[config.mk]
export PLATFORM = sky130hd
export DESIGN_NAME = sevenseg_scan_driver_flat
export DESIGN_NICKNAME = d
export VERILOG_FILES = /design/src/rtl/sevenseg_scan_driver_if.sv /design/src/rtl/sevenseg_scan_driver.sv /design/src/flat_wrapper.sv
export SDC_FILE = /design/constraint.sdc
export NUM_CORES = 1
export LEC_CHECK = 0
export CORE_MARGIN = 1.5
export CORE_UTILIZATION = 39
export DETAILED_ROUTE_END_ITERATION = 10
export GPL_TIMING_DRIVEN = 0
export PLACE_DENSITY = 0.61
export SLEW_MARGIN = 5
export SYNTH_ARGS = -nofsm -noshare
export SYNTH_HDL_FRONTEND = slang
export SYNTH_SLANG_ARGS = --single-unit
[constraint.sdc]
create_clock -name clk -period 2.75 [get_ports clk]
set_clock_uncertainty 0.15 [all_clocks]
set_input_delay 0.275 -clock clk [delete_from_list [all_inputs] [get_ports clk]]
set_output_delay 0.275 -clock clk [all_outputs]
set_load 0.02 [all_outputs]
[src/rtl/sevenseg_scan_driver_if.sv]
// Bundle of the data/control inputs and display outputs of the 7-segment scan driver.
// The driver sits on the slave modport; whatever feeds it (datapath or bench) uses master.
interface sevenseg_scan_driver_if #(
  parameter int unsigned NUM_DIGITS = 4
);
  logic [4*NUM_DIGITS-1:0] value;
  logic                    load;
  logic [NUM_DIGITS-1:0]   digit_en;
  logic                    blank;
  logic [6:0]              seg;
  logic [NUM_DIGITS-1:0]   an;
  logic                    frame_done;

  modport master (
    output value, load, digit_en, blank,
    input  seg, an, frame_done
  );

  modport slave (
    input  value, load, digit_en, blank,
    output seg, an, frame_done
  );
endinterface

[src/rtl/sevenseg_scan_driver.sv]
// Time-multiplexed hex 7-segment driver: double-buffered value, per-slot dead time, frame pulse.
// Optional macro LEADING_ZERO_BLANK_EN darkens leading zero digits (digit 0 always shown).
module sevenseg_scan_driver #(
  parameter int unsigned NUM_DIGITS   = 4,
  parameter int unsigned REFRESH_DIV  = 50000,
  parameter int unsigned BLANK_CYCLES = 16
) (
  input logic                  clk,
  input logic                  rst_n,
  sevenseg_scan_driver_if.slave bus
);

  localparam int unsigned CntW = (REFRESH_DIV > 1) ? $clog2(REFRESH_DIV) : 1;
  localparam int unsigned IdxW = (NUM_DIGITS > 1) ? $clog2(NUM_DIGITS) : 1;
  localparam int unsigned ValW = 4 * NUM_DIGITS;

  logic [CntW-1:0]       cnt_q, cnt_d;
  logic [IdxW-1:0]       idx_q, idx_d;
  logic [ValW-1:0]       pending_q, pending_d;
  logic [ValW-1:0]       shadow_q, shadow_d;
  logic [6:0]            seg_q, seg_d;
  logic [NUM_DIGITS-1:0] an_q, an_d;
  logic                  frame_done_q, frame_done_d;

  logic       tick, last_digit, frame_wrap;
  logic       in_dead_time, suppressed, dark;
  logic [3:0] nibble;

  function automatic logic [6:0] decode(input logic [3:0] nib);
    logic [6:0] s;
    case (nib)
      4'h1:    s = 7'h4F;
      4'h2:    s = 7'h12;
      4'h3:    s = 7'h06;
      4'h4:    s = 7'h4C;
      4'h5:    s = 7'h24;
      4'h6:    s = 7'h20;
      4'h7:    s = 7'h0F;
      4'h8:    s = 7'h00;
      4'h9:    s = 7'h0C;
      4'hA:    s = 7'h08;
      4'hB:    s = 7'h60;
      4'hC:    s = 7'h31;
      4'hD:    s = 7'h42;
      4'hE:    s = 7'h30;
      4'hF:    s = 7'h38;
      default: s = 7'h01;
    endcase
    return s;
  endfunction

  assign tick       = (cnt_q == CntW'(REFRESH_DIV - 1));
  assign last_digit = (idx_q == IdxW'(NUM_DIGITS - 1));
  assign frame_wrap = tick & last_digit;

  // Scan position and buffering
  always_comb begin
    cnt_d        = tick ? '0 : cnt_q + CntW'(1);
    idx_d        = idx_q;
    if (tick) idx_d = last_digit ? '0 : idx_q + IdxW'(1);
    pending_d    = bus.load ? bus.value : pending_q;
    // Shadow only moves on the frame boundary; a coincident load bypasses pending.
    shadow_d     = frame_wrap ? (bus.load ? bus.value : pending_q) : shadow_q;
    frame_done_d = frame_wrap;
  end

`ifdef LEADING_ZERO_BLANK_EN
  logic [NUM_DIGITS-1:0] lz_supp;
  logic                  zero_run;

  // A digit is a leading zero when it and every more-significant nibble are zero.
  always_comb begin
    zero_run = 1'b1;
    lz_supp  = '0;
    for (int i = NUM_DIGITS - 1; i >= 0; i--) begin
      zero_run   = zero_run & (shadow_q[4*i +: 4] == 4'h0);
      lz_supp[i] = (i != 0) && zero_run;
    end
  end

  assign suppressed = lz_supp[idx_q];
`else
  assign suppressed = 1'b0;
`endif

  assign in_dead_time = (32'(cnt_q) < BLANK_CYCLES);
  assign nibble       = shadow_q[4*idx_q +: 4];

  always_comb begin
    dark  = bus.blank | ~bus.digit_en[idx_q] | in_dead_time | suppressed;
    an_d  = dark ? '1 : ~(NUM_DIGITS'(1) << idx_q);
    seg_d = dark ? 7'h7F : decode(nibble);
  end

  always_ff @(posedge clk or negedge rst_n) begin
    if (!rst_n) begin
      cnt_q        <= '0;
      idx_q        <= '0;
      pending_q    <= '0;
      shadow_q     <= '0;
      seg_q        <= 7'h7F;
      an_q         <= '1;
      frame_done_q <= 1'b0;
    end else begin
      cnt_q        <= cnt_d;
      idx_q        <= idx_d;
      pending_q    <= pending_d;
      shadow_q     <= shadow_d;
      seg_q        <= seg_d;
      an_q         <= an_d;
      frame_done_q <= frame_done_d;
    end
  end

  assign bus.seg        = seg_q;
  assign bus.an         = an_q;
  assign bus.frame_done = frame_done_q;

endmodule
[src/flat_wrapper.sv]
// flat-port wrapper written by rule: the top's interface ports become plain ports
module sevenseg_scan_driver_flat 
#(
  parameter int unsigned NUM_DIGITS   = 4,
  parameter int unsigned REFRESH_DIV  = 50000,
  parameter int unsigned BLANK_CYCLES = 16
)
  (clk, rst_n, bus_value, bus_load, bus_digit_en, bus_blank, bus_seg, bus_an, bus_frame_done);
  sevenseg_scan_driver_if #(.NUM_DIGITS(NUM_DIGITS)) bus_i ();
  input logic clk;
  input logic rst_n;
  input wire logic [$bits(bus_i.value)-1:0] bus_value;
  input wire logic [$bits(bus_i.load)-1:0] bus_load;
  input wire logic [$bits(bus_i.digit_en)-1:0] bus_digit_en;
  input wire logic [$bits(bus_i.blank)-1:0] bus_blank;
  output wire logic [$bits(bus_i.seg)-1:0] bus_seg;
  output wire logic [$bits(bus_i.an)-1:0] bus_an;
  output wire logic [$bits(bus_i.frame_done)-1:0] bus_frame_done;
  assign bus_i.value = bus_value;
  assign bus_i.load = bus_load;
  assign bus_i.digit_en = bus_digit_en;
  assign bus_i.blank = bus_blank;
  assign bus_seg = bus_i.seg;
  assign bus_an = bus_i.an;
  assign bus_frame_done = bus_i.frame_done;
  sevenseg_scan_driver #(.NUM_DIGITS(NUM_DIGITS), .REFRESH_DIV(REFRESH_DIV), .BLANK_CYCLES(BLANK_CYCLES)) u_core (.clk(clk), .rst_n(rst_n), .bus(bus_i));
endmodule
# After elaboration in Yosys (flattened, before gate mapping)
# Memory sizes are Yosys's and may differ from the RTL's.
# Index checks and enable logic that the tools add are counted.
word_totals:
  reg_bits: 62
  mem_bits_ro: 112
  input_bits: 24
  output_inout_bits: 12
  elab_cells: 28
  memories: 1
mem_list:
  columns: ["name", "depth", "word_bits", "read_ports", "rd_clocked_by_memory_dff", "wr", "line", "source"]
  rows:
  - ["(name not given)", 16, 7, 1, 0, 0, "sevenseg_scan_driver.sv:31", "case (nib)"]
classes:
  n_addsub: 2
  n_lt_le_gt_ge: 2
  n_eq_ne: 2
  shift: 2
  mux: 7
  n_bitwise: 5
ops:
  columns: ["op", "count"]
  rows:
  - ["$mux W16", 2]
  - ["$add A16 B1 Y16 const B", 1]
  - ["$eq A16 B16 Y1 const B", 1]
  - ["$lt A16 B5 Y1 const B", 1]
  - ["$shiftx A16 B5 Y4", 1]
  - ["$mux W7", 1]
  - ["$mux W4", 1]
  - ["$not A4 Y4", 1]
  - ["$shl A1 B2 Y4 const A", 1]
  - ["$lt A2 B3 Y1 const B", 1]
  - ["$add A2 B1 Y2 const B", 1]
  - ["$bmux W1 S2", 1]
  - ["$eq A2 B2 Y1 const B", 1]
  - ["$mux W2", 1]
  - ["$or A1 B1 Y1", 2]
  - ["$and A1 B1 Y1", 1]
  - ["$mux W1", 1]
  - ["$not A1 Y1", 1]

# Logic depth before layout (Yosys ltp)
# Gate-level depths: netlist (run 1).
depth:
  ltp_word: 6
  depth_mapped: 7
  ltp_nobuf: 6

# Least setup slack after synthesis (run 1)
# Ideal clock, no wire load.
synth_path:
  path_kind: "reg2reg"
  from: "reg u_core.idx_q[0]"
  to: "reg u_core.seg_q[6] (netlist: u_core.bus.seg[6])"
  setup_time_ns: 0.080
  arrival_ns: 1.972
  required_ns: 2.520
  slack_ns: 0.547
  stages_incl_launch_ff: 7
  path_buffers: 1
  period_less_slack_ns: 2.203
  path_cell_list: "dfrtp_1 -> buf_2 -> mux4_2 -> ha_1 -> or3b_2 -> o221ai_1 -> nand2_1"
synth_via:
  elab_chain_len: 6
  word_cells_on_any_way: 8
  classes_between: "shift: 1; mux: 3; bitwise: 3; memory: 1"
synth_lines:
  columns: ["item", "line", "source"]
  rows:
  - ["from (decl)", "sevenseg_scan_driver.sv:18", "logic [IdxW-1:0] idx_q, idx_d;"]
  - ["from (signal assigned)", "sevenseg_scan_driver.sv:106", "idx_q <= idx_d;"]
  - ["branches (longest 5 deep; another with $mem_v2 Z16 W7)", null, null]
  - ["$mux W7 (*)", "sevenseg_scan_driver.sv:92", "seg_d = dark ? 7'h7F : decode(nibble);"]
  - ["net u_core.seg_d[6]", "sevenseg_scan_driver.sv:21", "logic [6:0] seg_q, seg_d;"]
  - ["to (signal assigned)", "sevenseg_scan_driver.sv:109", "seg_q <= seg_d;"]
  - ["to (decl)", "sevenseg_scan_driver.sv:21", null]
# Mark *: on every way through the listed nets, which the timed path passes. The select of a mux whose other input is x is not followed.
# A chain may end at the register's enable or synchronous reset.

# Worst setup path after layout (run 1)
# Ends and elaborated chain as after synthesis.

==> results.ini, run 1 <==
[run_status]
status=finished clean

[floorplanning]
die_x_um=88.38
num_rows=30
die_h_um=88.38
start_util_pct=41.16
core_area_um2=6907
ios=36
dieArea_um2=7810

[sta]
timing.hold.ws_ns=0.2881
period_minus_slack_ns=2.390
period_share_pct=86.90
hold_viol_final=0
fmax_ghz=0.4184
slew_headroom_pct=49.28
tightest_slew_ns=0.7608
fin_setup_tns_ns=0
slew_viol_final=0
setup_viol=0
setup_slack_ns=0.3602
rsz0062_at_grt=no

[global_routing]
grt_remaining_overflow=0
grt_pass1_vias=1875
grt_pass1_wl_um=8700
grt_max_degree=63
antenna_found_initial=0
grtUsageTotal_pct=14.79

[power]
leakagePower_nw=1.501
p_comb_share_pct=8.9
cellPowerDensity_nw_per_um2=539.0
p_seq_share_pct=51.6
p_sw_w=0.0004198
clkPwrFrac_pct=39.5
peakVddDrop_v=0.0002291
sw_frac_of_total_pct=22.30
p_int_w=0.001463

[clock_tree]
worstSkewPairLatency_ns=0.33
cts.sinks=62
cts-root-buf=clkbuf_8
cts.clk_slew.worst_paths_ns=0.06
post_cts.repair.setup_buffers=0
cts_tree=yes
cts_buffers=9
h-tree-depth=3
clockBufferDepth=2

[worst_setup_path]
path_cells=buf_2 -> mux4_2 -> ha_1 -> or3b_2 -> o221ai_1 -> nand2_1
cp-end-kind=flop
critPathArrivalTime_ns=2.50
slowest_delay_ns=0.63
reg2regPathDepth=6
crit_path_start_kind=flop
cp_slowest_cell=mux4_2
worstSetupPathType=reg2reg
crit_required_ns=2.86
cp_max_fo=8

[synth]
syn_inst=219
avgSynthCellArea_um2=12.98
ys_ff_latch=62
synth_largest_area_cell=dfrtp_1
synthDominantCellAreaShare_pct=44.89
synth_edf_count=0
synthDistinctLibCells=38
yosys.area_share.simple_pct=10.78
yosysSeqAreaShare_pct=55.06
synth.cell_area_um2=2843
yosys.area_share.xor_xnor_pct=4.313
yosys.area_share.adder_pct=4.842
async_reset_ff_share_pct=100.0
ys.flop_type=dfrtp_1
syn_nets=254
synth_compound_area_share_pct=3.653
synth_mux_area_share_pct=18.18
synth_warnings=0
synth_top_family_by_area=multiplexers
synth_area_leaders=dfrtp_1, mux2_2, dfstp_2

[layout]
synthToLayoutAreaGrowth_pct=22.84
seqCellArea_um2=1565
final_util_pct=50.56
nNetsFinal=300
final_cell_mix=dfrtp_1, mux2_2, clkdlybuf4s50_1
layout_commonest_cell=dfrtp_1
nFillCells=648
drive_above_1_share_pct=28.52
multi_input_area_um2=1187
diodes=0
fin_cells=366

[routing]
dr.pass1.iters=4
antenna_left=0
wl_per_cell_um=13.46
vias_per_cell=4.896
drt_wl_total_um=4926
post-route-drc-count=0
vias=1792
drtIter0Drc=83

[placed_design]
dpl.cell_count=349
hpwl_um=3355
io_buffer_count=34
gp_congestion=0.7981
dp_slack_ns=0.3597

[job]
cap_violations=0

[hold_path]
min_path_type=in2reg
whs_path_depth=2

==> critical path, delay by kind of cell (launching register included) <==
| kind | cells | cell delay (ns) |
|---|---|---|
| AND/OR/NAND/NOR | 2 | 0.53 |
| buffers and inverters | 1 | 0.28 |
| flip-flops | 1 | 0.38 |
| adder cells (fa/ha/maj) | 1 | 0.25 |
| AO/OA/AOI/OAI | 1 | 0.08 |
| multiplexers | 1 | 0.63 |
==> area by class of cell <==
class / instances / share of cell area, %
Sequential cell: 62 / 44.82
Multi-Input combinational cell: 137 / 34.00
Timing Repair Buffer: 35 / 9.961
Clock buffer: 11 / 3.762
Tap cell: 96 / 3.440
Buffer: 10 / 1.505
Clock inverter: 5 / 1.433
Inverter: 10 / 1.075
==> through the flow <==
stage | area [µm²] | total power (W)
2_1_floorplan | 2843 | 0.001075
3_3_place_gp | 3303 | 0.001155
3_5_place_dp | 3301 | 0.001157
4_1_cts | 3492 | 0.001911
5_1_grt | 3492 | 0.001965
6_report | 3492 | 0.001882
==> timing repair <==
| item | 4_1_cts | 5_1_grt |
|---|---|---|
| endpoints found under the hold margin | 51 | 0 |
| resized for setup | 0 | 0 |
| hold buffers | 1 | 0 |
==> cells by family after synthesis <==
kind of cell,count (synthesis)
DFF,62
and+or+nand+nor,57
muxes,41
buffers and inverters,20
AOI/OAI and AO/OA,14
xor gates and xnor gates,14
adders and majority gates,11
==> layer usage <==
metal	up-vias	global-route usage, %	wire, µm
met5	-	0	0
met4	0	7.670	94
li1	864	-	-
met2	30	23.73	2321
met1	888	19.00	2374
met3	10	3.078	135
==> cell usage after synthesis, types with 2 or more instances <==
library cell  count
dfrtp_1          51
mux2_2           35
nand2_1          14
nor2_1           12
dfstp_2          11
ha_1             11
inv_1            10
xnor2_1           8
nand3_1           7
xor2_1            6
mux4_2            5
o221ai_1          5
clkbuf_1          4
a21oi_1           3
and3_1            3
buf_2             3
nor3_1            3
nor4_1            3
a211oi_1          2
nand4_1           2
nor2b_1           2
or4_1             2
or4_4             2
==> flip-flops by register name, summed over array words and instances, names as in the netlist <==
signal                 count
u_core.bus.seg             7
u_core.bus.frame_done      1
u_core.bus.an              4
u_core.pending_q          16
u_core.shadow_q           16
u_core.cnt_q              16
u_core.idx_q               2
==> power by group through the flow <==
| stage | combinational (W) | clock [W] | sequential, W |
|---|---|---|---|
| floorplan | 0.0000804 | 0 | 0.000995 |
| global placement | 0.000167 | 0 | 0.000988 |
| detailed placement | 0.000168 | 0 | 0.000989 |
| CTS | 0.000171 | 0.000768 | 0.000972 |
| global route | 0.000187 | 0.000802 | 0.000976 |
| finish | 0.000167 | 0.000743 | 0.000972 |
==> final timing paths <==
kind	slack (ns)	to	startpoint
min in group asynchronous	0.43	u_core.cnt_q[12]	rst_n
worst min register to register	0.34	u_core.pending_q[8]	u_core.pending_q[8]
worst min-delay path	0.29	u_core.pending_q[15]	bus_load
worst max-delay path	0.36	u_core.bus.seg[6]	u_core.idx_q[0]
worst max register to register	0.36	u_core.bus.seg[6]	u_core.idx_q[0]
max in group asynchronous	1.53	u_core.cnt_q[2]	rst_n
(Power assumes the default switching activity.)
==> run 2, diff against run 1 <==
Settings changed: CAP_MARGIN set to 20, SETUP_SLACK_MARGIN set to 0.5.
==> run 2 against run 1 <==
Clock power rose by 0.5%. Cell count rose by 1.9%. Global-route usage rose by 0.22 points. Fmax rose by 8.7%. Flip-flop and latch count did not move. Sequential share of layout area fell by 1.1 points. Highest routed layer unchanged. Sequential power barely moved. Clock-buffer cell count did not move.
==> results.ini, run 2 (same netlist as run 1, synthesis figures left out) <==
[layout]
layout_commonest_cell=dfrtp_1
diodes=0
final_util_pct=51.83
final_cell_mix=dfrtp_1, mux2_2, clkdlybuf4s50_1
reg_top3=u_core.cnt_q x16, u_core.pending_q x16, u_core.shadow_q x16
drive_above_1_share_pct=31.05
fin_cells=373
synthToLayoutAreaGrowth_pct=25.92
nNetsFinal=307

[placed_design]
gp_congestion=0.7981
dpl.cell_count=349
io_buffer_count=34
hpwl_um=3355

[worst_setup_path]
crit_required_ns=2.84
cp_max_fo=5
cp-end-kind=flop
critPathArrivalTime_ns=2.29
worstSetupPathType=reg2reg
crit_path_start_kind=flop

[global_routing]
antenna_found_initial=0
grt_remaining_overflow=0
grt_pass1_wl_um=8804
grt_max_degree=63
grt_pass1_vias=1903
grtUsageTotal_pct=15.01

[routing]
antenna_left=0
drt_wl_total_um=5101
wl_per_cell_um=13.68
dr.pass1.iters=4
vias_per_cell=4.936
post-route-drc-count=0
drtIter0Drc=83
vias=1841

[sta]
period_minus_slack_ns=2.198
slew_headroom_pct=48.88
hold_viol_final=0
slew_viol_final=0
timing.hold.ws_ns=0.2881
rsz0062_at_grt=yes
setup_viol=0
fmax_ghz=0.4550
tightest_slew_ns=0.7668
fin_setup_tns_ns=0
period_share_pct=79.92

[power]
peakVddDrop_v=0.0002293
cellPowerDensity_nw_per_um2=528.1
p_total_w=0.001890
leakagePower_nw=1.541

[clock_tree]
cts_tree=yes
worstSkewPairLatency_ns=0.33
cts.clk_slew.worst_paths_ns=0.07
clockBufferDepth=2
cts.sinks=62
h-tree-depth=3
cts-root-buf=clkbuf_8
cts_buffers=9

[floorplanning]
dieArea_um2=7810
die_x_um=88.38
core_area_um2=6907
num_rows=30
ios=36
die_h_um=88.38
start_util_pct=41.16

[run_status]
status=finished clean

[hold_path]
min_path_type=in2reg

[job]
cap_violations=0

## run 2: changes by cell type in the layout (fill, tap and decap cells not counted), sizes merged
cell,before,now
buf,7,14
## run 2: timing repair
item | CTS | global route
pin swaps | 1 | 2
gates cloned | 0 | 1
hold buffers | 1 | 0
endpoints found under the setup margin | 18 | 8
resized for setup | 4 | 3
hold endpoints to repair | 51 | 0
setup buffers | 2 | 4
## run 2: where the power goes
| group | switching (W) | internal [W] | total (W) |
|---|---|---|---|
| Clock | 0.000334 | 0.000413 | 0.000747 |
| Combinational | 0.0000782 | 0.0000934 | 0.000172 |
| Sequential | 0.0000123 | 0.000959 | 0.000972 |
## run 2: metrics by stage
step | cell area, µm² | worst slack [ns]
after floorplan | 2843 | 0.5475
after global placement | 3303 | -0.7683
after detailed placement | 3301 | 0.3597
after CTS | 3527 | 0.4747
after global routing | 3580 | 0.4623
final | 3580 | 0.5522
## run 2: cell type report
| cell class | instances | area [µm²] |
|---|---|---|
| tap | 96 | 120.1 |
| timing repair buffer | 42 | 397.9 |
| sequential | 62 | 1565 |
| buffer | 10 | 65.06 |
| fill | 646 | 3327 |
| clock inverter | 5 | 50.05 |
| clock buffer | 11 | 131.4 |
| multi-input combinational | 137 | 1212 |
| inverter | 10 | 37.54 |
## run 2: worst paths after layout
check                                 from                    to  slack (ns)  cells after the start
max reg2reg                u_core.cnt_q[7]     u_core.bus.seg[2]        0.55                      5
max in group asynchronous            rst_n       u_core.cnt_q[2]        1.53                      2
min                               bus_load  u_core.pending_q[15]        0.29                      2
max                        u_core.cnt_q[7]     u_core.bus.seg[2]        0.55                      5
min reg2reg                u_core.cnt_q[0]       u_core.cnt_q[0]        0.35                      1
min in group asynchronous            rst_n       u_core.idx_q[0]        0.43                      2
## run 2: critical path, stage by stage (launching register included)
cell and delay, ns:
dfrtp_1 0.41, or4_4 0.57, or4_4 0.44, o311a_4 0.34, buf_6 0.14, o221ai_1 0.08
## run 2: metal layers
metal | part of all wire, % | track usage, %
met1 | 48 | 19.24
met2 | 47 | 24.22
met3 | 2.6 | 3.078
met4 | 1.8 | 7.670
met5 | 0 | 0
==> run 3, diff against run 2 <==
Settings changed: PLACE_DENSITY 0.61 to 0.63.
Clock period 2.75 ns to 2 ns, I/O delays scaled along.
==> run 3 against run 2 <==
The flow now finishes with violations (setup timing). Register-to-register slack worse by 0.72 ns. Wire length up 16%. Worst setup slack worse by 0.72 ns. Critical path depth unchanged. Sequential power up 38%. Core utilization up 6.1 points. First-iteration DRC count up 12%. Worst hold slack worse by 0.046 ns. Fmax up 1.6%. Via count up 8.1%. Combinational power up 43%. Critical endpoint is now u_core.bus.seg[5].
==> results.ini, run 3 (same netlist as run 1, synthesis figures left out) <==
[floorplanning]
start_util_pct=41.16
dieArea_um2=7810
die_h_um=88.38
die_x_um=88.38
core_area_um2=6907
ios=36
num_rows=30

[worst_setup_path]
cp_slowest_cell=or4_4
worstSetupPathType=reg2reg
critPathArrivalTime_ns=2.26
crit_family=simple AND/OR/NAND/NOR gates
ff2ff_setup_slack_ns=-0.16
crit_top_cell=or4_4
cp_max_fo=5
rr_endpoint=u_core.bus.seg[5]
cp-endpoint=u_core.bus.seg[5]
crit_required_ns=2.10
crit_path_start_kind=flop
cp.depth=5
reg2regPathDepth=5
reg2reg_from=u_core.cnt_q[5]
crit_start=u_core.cnt_q[5]
path_cells=or4_4 -> or4_4 -> o311a_4 -> buf_6 -> o211ai_1
cp-end-kind=flop
critPathBufInv=1
slowest_delay_ns=0.56

[global_routing]
grt_max_degree=63
grt_pass1_wl_um=9418
antenna_found_initial=0
grt_pass1_vias=1999
grtUsageTotal_pct=16.07
grt_remaining_overflow=0

[sta]
fmax_ghz=0.4621
period_minus_slack_ns=2.164
setup_slack_ns=-0.1640
rsz0062_at_grt=yes
setup_viol=37
slew_headroom_pct=49.59
fin_setup_tns_ns=-4.098
tightest_slew_ns=0.7562
hold_viol_final=0
slew_viol_final=0
period_share_pct=108.2

[clock_tree]
cts_buffers=9
cts.sinks=62
cts.clk_slew.worst_paths_ns=0.06
cts_tree=yes
worstSkewPairLatency_ns=0.32
h-tree-depth=3
cts-root-buf=clkbuf_8
clockBufferDepth=2

[layout]
nNetsFinal=335
layout_commonest_cell=dfrtp_1
diodes=0
stdcell_area_um2=4003
fin_cells=400
final_cell_mix=dfrtp_1, mux2_2, buf_4
drive_above_1_share_pct=50.33
nFillCells=575
synthToLayoutAreaGrowth_pct=40.80
final_util_pct=57.95
reg_top3=u_core.cnt_q x16, u_core.pending_q x16, u_core.shadow_q x16

[placed_design]
dpl.cell_count=349
gp_congestion=0.8157
dp_slack_ns=-0.2831
io_buffer_count=34
hpwl_um=3572
placed_area_um2=3333

[power]
leakagePower_nw=1.755
cellPowerDensity_nw_per_um2=633.8
peakVddDrop_v=0.0003234

[routing]
post-route-drc-count=0
dr.pass1.iters=4
vias=1991
antenna_left=0
vias_per_cell=4.978
drt_wl_total_um=5936
drtIter0Drc=93
wl_per_cell_um=14.84

[run_status]
violations=setup timing
status=complete, but fails checks

[hold_path]
min_path_type=in2reg

[job]
cap_violations=0

==> run 3: worst register-to-register path, cell delays in order, from the launching register on <==
cell      delay (ns)
dfrtp_1         0.38
or4_4           0.56
or4_4           0.44
o311a_4         0.34
buf_6           0.14
o211ai_1        0.08
==> run 3: worst min path at each step <==
stage / startpoint / endpoint / slack (ns) / cells after the start
after global routing: bus_load / u_core.pending_q[15] / 0.25 / 2
final: bus_load / u_core.pending_q[15] / 0.24 / 2
after CTS: bus_load / u_core.pending_q[15] / 0.24 / 2
after detailed placement: rst_n / u_core.cnt_q[0] / 0.18 / 1
after floorplan: rst_n / u_core.bus.frame_done / -0.25 / 0
after global placement: u_core.cnt_q[0] / u_core.cnt_q[0] / 0.33 / 1
==> run 3: per-stage QoR <==
step           hold WS [ns]  total power, W
2_1_floorplan       -0.2456        0.001481
3_3_place_gp         0.3276        0.001589
3_5_place_dp         0.1766        0.001592
4_1_cts              0.2358        0.002564
5_1_grt              0.2475        0.002649
6_report             0.2421        0.002537
==> run 3: repair_timing <==
action,CTS,global route
hold buffers,1,0
resized for setup,47,46
pin swaps,8,8
endpoints found under the setup margin,55,53
cloned,1,1
hold endpoints to repair,51,0
setup buffers,21,12
==> run 3: final cells by class <==
cell class	instances	area (µm²)	share of cell area, %
timing repair buffer	70	613.1	15.32
multi-input combinational	137	1406	35.14
tap	96	120.1	3.001
clock buffer	13	158.9	3.970
clock inverter	2	10.01	0.2501
buffer	10	90.09	2.251
inverter	10	37.54	0.9378
sequential	62	1567	39.14
==> run 3: metal layers <==
| layer | vias up | global-route usage, % | wire length [µm] |
|---|---|---|---|
| met5 | - | 0 | 0 |
| met1 | 1005 | 20.23 | 2650 |
| met4 | 0 | 8.381 | 91 |
| met3 | 7 | 2.612 | 191 |
| met2 | 37 | 26.79 | 3003 |
| li1 | 942 | - | - |
==> run 3: power breakdown <==
group          total [W]  switching [W]  internal, W
sequential       0.00134      0.0000171      0.00132
clock           0.000954       0.000447     0.000508
combinational   0.000246       0.000115     0.000131
total            0.00254       0.000579      0.00196
